[src/rtl/imem_loader_pkg.sv]
// Shared definitions for the instruction-memory loader.
//   - FMT_* : 2-bit instruction format codes carried on in_fmt
//   - OP_*  : a few named opcodes used by boot programs
//   - state_t : loader FSM state encoding
//   - field positions of the 32-bit instruction word
package imem_loader_pkg;

    localparam logic [1:0] FMT_R = 2'd0;
    localparam logic [1:0] FMT_M = 2'd1;
    localparam logic [1:0] FMT_B = 2'd2;
    localparam logic [1:0] FMT_J = 2'd3;

    localparam logic [6:0] OP_NOP  = 7'h00;
    localparam logic [6:0] OP_ADD  = 7'h01;
    localparam logic [6:0] OP_LOAD = 7'h10;
    localparam logic [6:0] OP_BEQ  = 7'h30;

    // Word layout: op=[31:25], dst=[24:20], src1=[19:15], src2=[14:10]
    localparam int OP_LSB   = 25;
    localparam int DST_LSB  = 20;
    localparam int SRC1_LSB = 15;
    localparam int SRC2_LSB = 10;

    typedef enum logic [1:0] {
        ST_IDLE = 2'd0,
        ST_RUN  = 2'd1,
        ST_DONE = 2'd2
    } state_t;

endpackage

[src/rtl/imem_loader_encoder.sv]
// instr_encoder: combinational packer from instruction fields to the 32-bit word.
//   i_fmt      : format code (FMT_R/M/B/J)
//   i_opcode   : 7-bit opcode
//   i_dst      : destination register
//   i_src1     : first source register
//   i_src2     : second source register
//   i_imm      : 20-bit immediate (bits beyond the format's field are dropped)
//   o_word     : packed instruction word
//   o_imm_err  : immediate had nonzero bits the format cannot carry
module instr_encoder
    import imem_loader_pkg::*;
(
    input  logic [1:0]  i_fmt,
    input  logic [6:0]  i_opcode,
    input  logic [4:0]  i_dst,
    input  logic [4:0]  i_src1,
    input  logic [4:0]  i_src2,
    input  logic [19:0] i_imm,
    output logic [31:0] o_word,
    output logic        o_imm_err
);

    always_comb begin
        o_word    = '0;
        o_imm_err = 1'b0;
        case (i_fmt)
            FMT_R: begin
                o_word    = {i_opcode, i_dst, i_src1, i_src2, 10'b0};
                o_imm_err = (i_imm != 20'd0);
            end
            FMT_M: begin
                o_word    = {i_opcode, i_dst, i_src1, i_imm[14:0]};
                o_imm_err = (i_imm[19:15] != 5'd0);
            end
            FMT_B: begin
                // Branch splits the immediate around the two source fields.
                o_word    = {i_opcode, i_imm[14:10], i_src1, i_src2, i_imm[9:0]};
                o_imm_err = (i_imm[19:15] != 5'd0);
            end
            default: begin
                // FMT_J: the full 20-bit immediate always fits.
                o_word    = {i_opcode, i_imm[19:15], i_src1, i_imm[14:0]};
                o_imm_err = 1'b0;
            end
        endcase
    end

endmodule

[src/rtl/imem_loader.sv]
// imem_loader: accepts field-level instruction bundles on a valid/ready stream,
// packs them into 32-bit words and writes them to consecutive imem addresses.
//   clk, rst_n           : clock, asynchronous active-low reset
//   start, start_addr    : open a session at start_addr (only while idle)
//   in_valid/in_ready    : bundle handshake; in_fmt..in_imm fields, in_last ends session
//   imem_req/gnt/addr/wdata : write port, request held stable until granted
//   busy, done           : session active, one-cycle completion pulse
//   word_count           : words granted in the current/last session
//   fmt_err              : sticky immediate-overflow flag for the session
module imem_loader
    import imem_loader_pkg::*;
#(
    parameter int ADDR_W    = 10,
    parameter int WORD_STEP = 4
)
(
    input  logic              clk,
    input  logic              rst_n,
    input  logic              start,
    input  logic [ADDR_W-1:0] start_addr,
    input  logic              in_valid,
    output logic              in_ready,
    input  logic [1:0]        in_fmt,
    input  logic [6:0]        in_opcode,
    input  logic [4:0]        in_dst,
    input  logic [4:0]        in_src1,
    input  logic [4:0]        in_src2,
    input  logic [19:0]       in_imm,
    input  logic              in_last,
    output logic              imem_req,
    input  logic              imem_gnt,
    output logic [ADDR_W-1:0] imem_addr,
    output logic [31:0]       imem_wdata,
    output logic              busy,
    output logic              done,
    output logic [ADDR_W:0]   word_count,
    output logic              fmt_err
);

    localparam logic [ADDR_W-1:0] ADDR_STEP = ADDR_W'(WORD_STEP);
    localparam logic [ADDR_W:0]   CNT_ONE   = (ADDR_W+1)'(1);

    state_t            r_state;
    logic              r_req;
    logic              r_req_last;    // word in the output register is the session's last
    logic              r_last_taken;  // in_last accepted; stop taking bundles
    logic              r_done;
    logic              r_fmt_err;
    logic [ADDR_W-1:0] r_addr;
    logic [31:0]       r_wdata;
    logic [ADDR_W:0]   r_count;

    logic [31:0]       w_word;
    logic              w_imm_err;
    logic              w_in_ready;
    logic              w_accept;
    logic              w_grant;

    instr_encoder u_encoder (
        .i_fmt     (in_fmt),
        .i_opcode  (in_opcode),
        .i_dst     (in_dst),
        .i_src1    (in_src1),
        .i_src2    (in_src2),
        .i_imm     (in_imm),
        .o_word    (w_word),
        .o_imm_err (w_imm_err)
    );

    // The single output register may be refilled in the same cycle it drains.
    assign w_in_ready = (r_state == ST_RUN) & ~r_last_taken & (~r_req | imem_gnt);
    assign w_accept   = in_valid & w_in_ready;
    assign w_grant    = r_req & imem_gnt;

    always_ff @(posedge clk or negedge rst_n) begin
        if (!rst_n) begin
            r_state      <= ST_IDLE;
            r_req        <= 1'b0;
            r_req_last   <= 1'b0;
            r_last_taken <= 1'b0;
            r_done       <= 1'b0;
            r_fmt_err    <= 1'b0;
            r_addr       <= '0;
            r_wdata      <= '0;
            r_count      <= '0;
        end else begin
            r_done <= 1'b0;
            case (r_state)
                ST_IDLE: begin
                    if (start) begin
                        r_state      <= ST_RUN;
                        r_addr       <= start_addr;
                        r_count      <= '0;
                        r_fmt_err    <= 1'b0;
                        r_last_taken <= 1'b0;
                        r_req_last   <= 1'b0;
                    end
                end
                ST_RUN: begin
                    if (w_grant) begin
                        r_addr  <= r_addr + ADDR_STEP;   // wraps modulo 2**ADDR_W
                        r_count <= r_count + CNT_ONE;
                        if (r_req_last) begin
                            r_state <= ST_DONE;
                            r_done  <= 1'b1;
                        end
                    end
                    if (w_accept) begin
                        r_req      <= 1'b1;
                        r_wdata    <= w_word;
                        r_req_last <= in_last;
                        if (in_last) begin
                            r_last_taken <= 1'b1;
                        end
                        if (w_imm_err) begin
                            r_fmt_err <= 1'b1;
                        end
                    end else if (w_grant) begin
                        r_req <= 1'b0;
                    end
                end
                ST_DONE: begin
                    r_state      <= ST_IDLE;
                    r_last_taken <= 1'b0;
                    r_req_last   <= 1'b0;
                end
                default: r_state <= ST_IDLE;
            endcase
        end
    end

    assign in_ready   = w_in_ready;
    assign imem_req   = r_req;
    assign imem_addr  = r_addr;
    assign imem_wdata = r_wdata;
    assign busy       = (r_state != ST_IDLE);
    assign done       = r_done;
    assign word_count = r_count;
    assign fmt_err    = r_fmt_err;

endmodule
[config.mk]
export PLATFORM = sky130hd
export DESIGN_NAME = imem_loader
export DESIGN_NICKNAME = d
export VERILOG_FILES = /design/src/rtl/imem_loader_pkg.sv /design/src/rtl/imem_loader_encoder.sv /design/src/rtl/imem_loader.sv
export SDC_FILE = /design/constraint.sdc
export NUM_CORES = 1
export LEC_CHECK = 0
export BUFFER_PORTS_ARGS = -buffer_cell sky130_fd_sc_hd__clkbuf_2
export CORE_AREA = 5 5 84 86
export CTS_CLUSTER_DIAMETER = 60
export DETAILED_ROUTE_END_ITERATION = 8
export DIE_AREA = 0 0 89 91
export PLACE_DENSITY = 0.88
export RECOVER_POWER = 50
export SYNTH_ARGS = -nofsm -noshare
export SYNTH_HDL_FRONTEND = slang
export SYNTH_SLANG_ARGS = --single-unit
[constraint.sdc]
create_clock -name clk -period 2.3 [get_ports clk]
set_input_delay 0.115 -clock clk [delete_from_list [all_inputs] [get_ports clk]]
set_output_delay 0.115 -clock clk [all_outputs]
set_load 0.03 [all_outputs]
==> results.sh <==
export IMPL_status="complete, no violations"
export IMPL_critical_path_max_fanout=14
export IMPL_grt_usage_pct=20.5
export IMPL_synth_compound_area_share_pct=13.5
export IMPL_fmaxAchievable_mhz=528
export IMPL_switching_share_pct=47.8
export IMPL_net_switching_power_uw=2400
export IMPL_maxSlewViolCount=0
export IMPL_cts_clk_slew_worst_paths_ps=70
export IMPL_finalSetupViolCount=0
export IMPL_cap_violations=0
export IMPL_power_frac_seq_pct=36.3
export IMPL_synth_top_family_by_area="simple AND/OR/NAND/NOR gates"
export IMPL_vias_per_cell=5.31
export IMPL_dp_cells=473
export IMPL_critPathLaunch="r_state[0]$_DFFE_PN0P_"
export IMPL_die_area_sq_um=8100
export IMPL_drt_iter0_drc=149
export IMPL_path_cells="nand2b_1 -> buf_4 -> nor3_1 -> clkbuf_2"
export IMPL_synth_xor_area_share_pct=2.12
export IMPL_worst_slew_pin_slew_ps=1390
export IMPL_ff2ff_path_depth=4
export IMPL_ys_seq_elements=60
export IMPL_grt_busiest_layer="met2"
export IMPL_clock_sinks=60
export IMPL_hold_viol=0
export IMPL_cp_slowest_cell="dfrtp_1"
export IMPL_area_growth_synth_to_final_pct=32.7
export IMPL_core_area_sq_um=6200
export IMPL_grtUsageMet2_pct=32.3
export IMPL_rr_startpoint="r_state[0]$_DFFE_PN0P_"
export IMPL_grt_max_degree=52
export IMPL_nNetsFinal=488
export IMPL_relSlewSlack_pct=7.21
export IMPL_vias=2670
export IMPL_hp_class="in -> reg"
export IMPL_globalplace_congestion=0.897
export IMPL_hpwl_um=5760
export IMPL_power_density_nw_per_um2=1310
export IMPL_ant_nets=0
export IMPL_fin_setup_tns_ps=0
export IMPL_antenna_cells=0
export IMPL_path_delay_family="flip-flops"
export IMPL_p_leak_uw=0.00183
export IMPL_syn_cell_area_sq_um=2890
export IMPL_mostFrequentLayoutCell="clkbuf_2"
export IMPL_grt_use_met3_pct=6.79
export IMPL_synth_net_count=354
export IMPL_total_power_uw=5030
export IMPL_synth_top_area_share_pct=51.9
export IMPL_clock_skew_ps=5.40
export IMPL_critPathMaxStageDelay_ps=560
export IMPL_clock_power_share_pct=16.9
export IMPL_cp_end_kind="output pin"
export IMPL_cts_buffers=9
export IMPL_first_pass_iters=5
export IMPL_intPower_uw=2630
export IMPL_clockBufferDepth=2
export IMPL_cts_tree="done"
export IMPL_cp_endpoint="in_ready"
export IMPL_synth_edf_count=0
export IMPL_min_period_over_period_pct=82.3
export IMPL_antenna_found_initial=0
export IMPL_htree_levels=3
export IMPL_yosysUniqueCellTypes=42
export IMPL_synthAdderAreaFrac_pct=2.60
export IMPL_synth_area_leaders="dfrtp_1, mux2_1, o21ai_0"
export IMPL_synth_warnings=0
export IMPL_syn_mean_instance_area_sq_um=10.0
export IMPL_ir_drop_v=0.000850
export IMPL_first_global_vias=2778
export IMPL_synthMuxAreaShare_pct=8.69
export IMPL_synth_simple_gate_area_share_pct=16.8
export IMPL_syn_inst=288
export IMPL_die_h_um=91
export IMPL_critPathKind="reg -> out"
export IMPL_drt_wl_total_um=7740
export IMPL_power_frac_comb_pct=46.8
export IMPL_async_flop_share_pct=100
export IMPL_r2r_slack_ps=460
export IMPL_layout_drive_gt1_share_pct=23.9
export IMPL_ctsResizeCount=0
export IMPL_cp_data_required_time_ps=2180
export IMPL_layoutNonFillerInstCount=503
export IMPL_rows=29
export IMPL_overflow=0
export IMPL_worst_path_buf_inv=2
export IMPL_dominantRegCellSynth="dfrtp_1"
export IMPL_synth_largest_area_cell="dfrtp_1"
export IMPL_regToRegEndpoint="imem_wdata[16]$_DFFE_PN0P_"
export IMPL_grt_use_met1_pct=25.2
export IMPL_insertion_delay_ps=330
export IMPL_start_util_pct=46.6
export IMPL_ys_seq_area_share_pct=51.9
export IMPL_layout_common_cells="clkbuf_2, dfrtp_1, clkbuf_1, nand2_1, o21ai_0"
export IMPL_grt_pass1_wl_um=12900
export IMPL_cts_root_buffer="clkbuf_8"
export IMPL_die_width_um=89
export IMPL_io_buffers=117
export IMPL_drc=0
export IMPL_rsz0062_at_grt="false"
export IMPL_wire_per_inst_um=15.4
export IMPL_critPathLaunchType="flip-flop"
export IMPL_period_minus_slack_ps=1890
export IMPL_cp_depth=4
export IMPL_cp_arrival_ps=1780
export IMPL_io_pins=118
-- Yosys cell counts (all sizes together), types with 2 or more instances --
cell,instances
ha,6
xor2,3
nor4,3
a21o,2
o32ai,2
buf,9
or4,2
a22oi,5
or2,2
nand3,16
inv,14
and2,3
nand4,3
a21oi,17
nor2,22
nand2b,2
mux2i,6
clkbuf,5
and3,3
nor3,3
a211oi,3
xnor2,4
o2111ai,2
nand2,30
o21ai,30
o22ai,2
mux2,17
dfrtp,60
nor2b,2
-- how the worst min path moves through the flow --
stage	slack (ps)	cells past startpoint	from	end
2_1_floorplan	-180	0	rst_n	done$_DFF_PN0_
3_3_place_gp	150	1	rst_n	imem_wdata[12]$_DFFE_PN0P_
3_5_place_dp	170	1	rst_n	imem_wdata[12]$_DFFE_PN0P_
4_1_cts	4	3	start_addr[3]	imem_addr[3]$_DFFE_PN0P_
5_1_grt	20	3	in_imm[9]	imem_wdata[9]$_DFFE_PN0P_
6_report	20	3	start_addr[3]	imem_addr[3]$_DFFE_PN0P_
-- what timing repair did --
| action | in CTS | in global routing |
|---|---|---|
| hold endpoints to repair | 37 | 0 |
| setup buffers | 0 | 0 |
| hold buffers | 15 | 0 |
-- power by group through the flow --
stage	clock [uW]	sequential (uW)	combinational, uW
after floorplan	0	2550	931
after global placement	0	1810	2360
after detailed placement	0	1830	2440
after CTS	868	1820	2460
after global routing	924	1890	2560
final	849	1830	2350
-- state kept, by name (all words and copies together), names as in the netlist --
| signal | count |
|---|---|
| imem_wdata | 32 |
| word_count | 11 |
| imem_addr | 10 |
| r_state | 2 |
| done | 1 |
| fmt_err | 1 |
| imem_req | 1 |
| r_last_taken | 1 |
| r_req_last | 1 |
-- stage by stage --
step / setup slack, ps / util [%] / hold slack [ps] / instance area (sq um)
6_report: 407 / 61.8 / 18.1 / 3840
5_1_grt: 298 / 61.8 / 22.7 / 3840
3_5_place_dp: 503 / 57.4 / 173 / 3560
4_1_cts: 383 / 62.7 / 3.95 / 3890
3_3_place_gp: 552 / 57.4 / 152 / 3560
2_1_floorplan: 563 / - / -181 / 2890
-- worst min-delay path, stage by stage --
cell	delay (ps)
clkbuf_2	80
nand2_1	50
a31oi_1	70
-- per-layer routing --
layer  up-vias  share of wire, %
met1      1247                40
met5         -                 0
met2       119                49
met4         0               2.7
li1       1282                 -
met3        22               8.4
-- final cells by class --
class,count,area [sq um]
repair buffers,137,747
clock inverters,4,25.0
flip-flops and latches,60,1500
multi-input cells,200,1260
fillers,533,2370
inverters,14,52.6
clock buffers,11,151
well taps,77,96.3
-- cell families after synthesis --
family                     after synthesis
buffers and inverters                   28
adders and majority gates                6
DFF                                     60
and+or+nand+nor                         97
xor gates and xnor gates                 7
AOI/OAI and AO/OA                       67
muxes                                   23
Power figures use the tool's default switching activity.
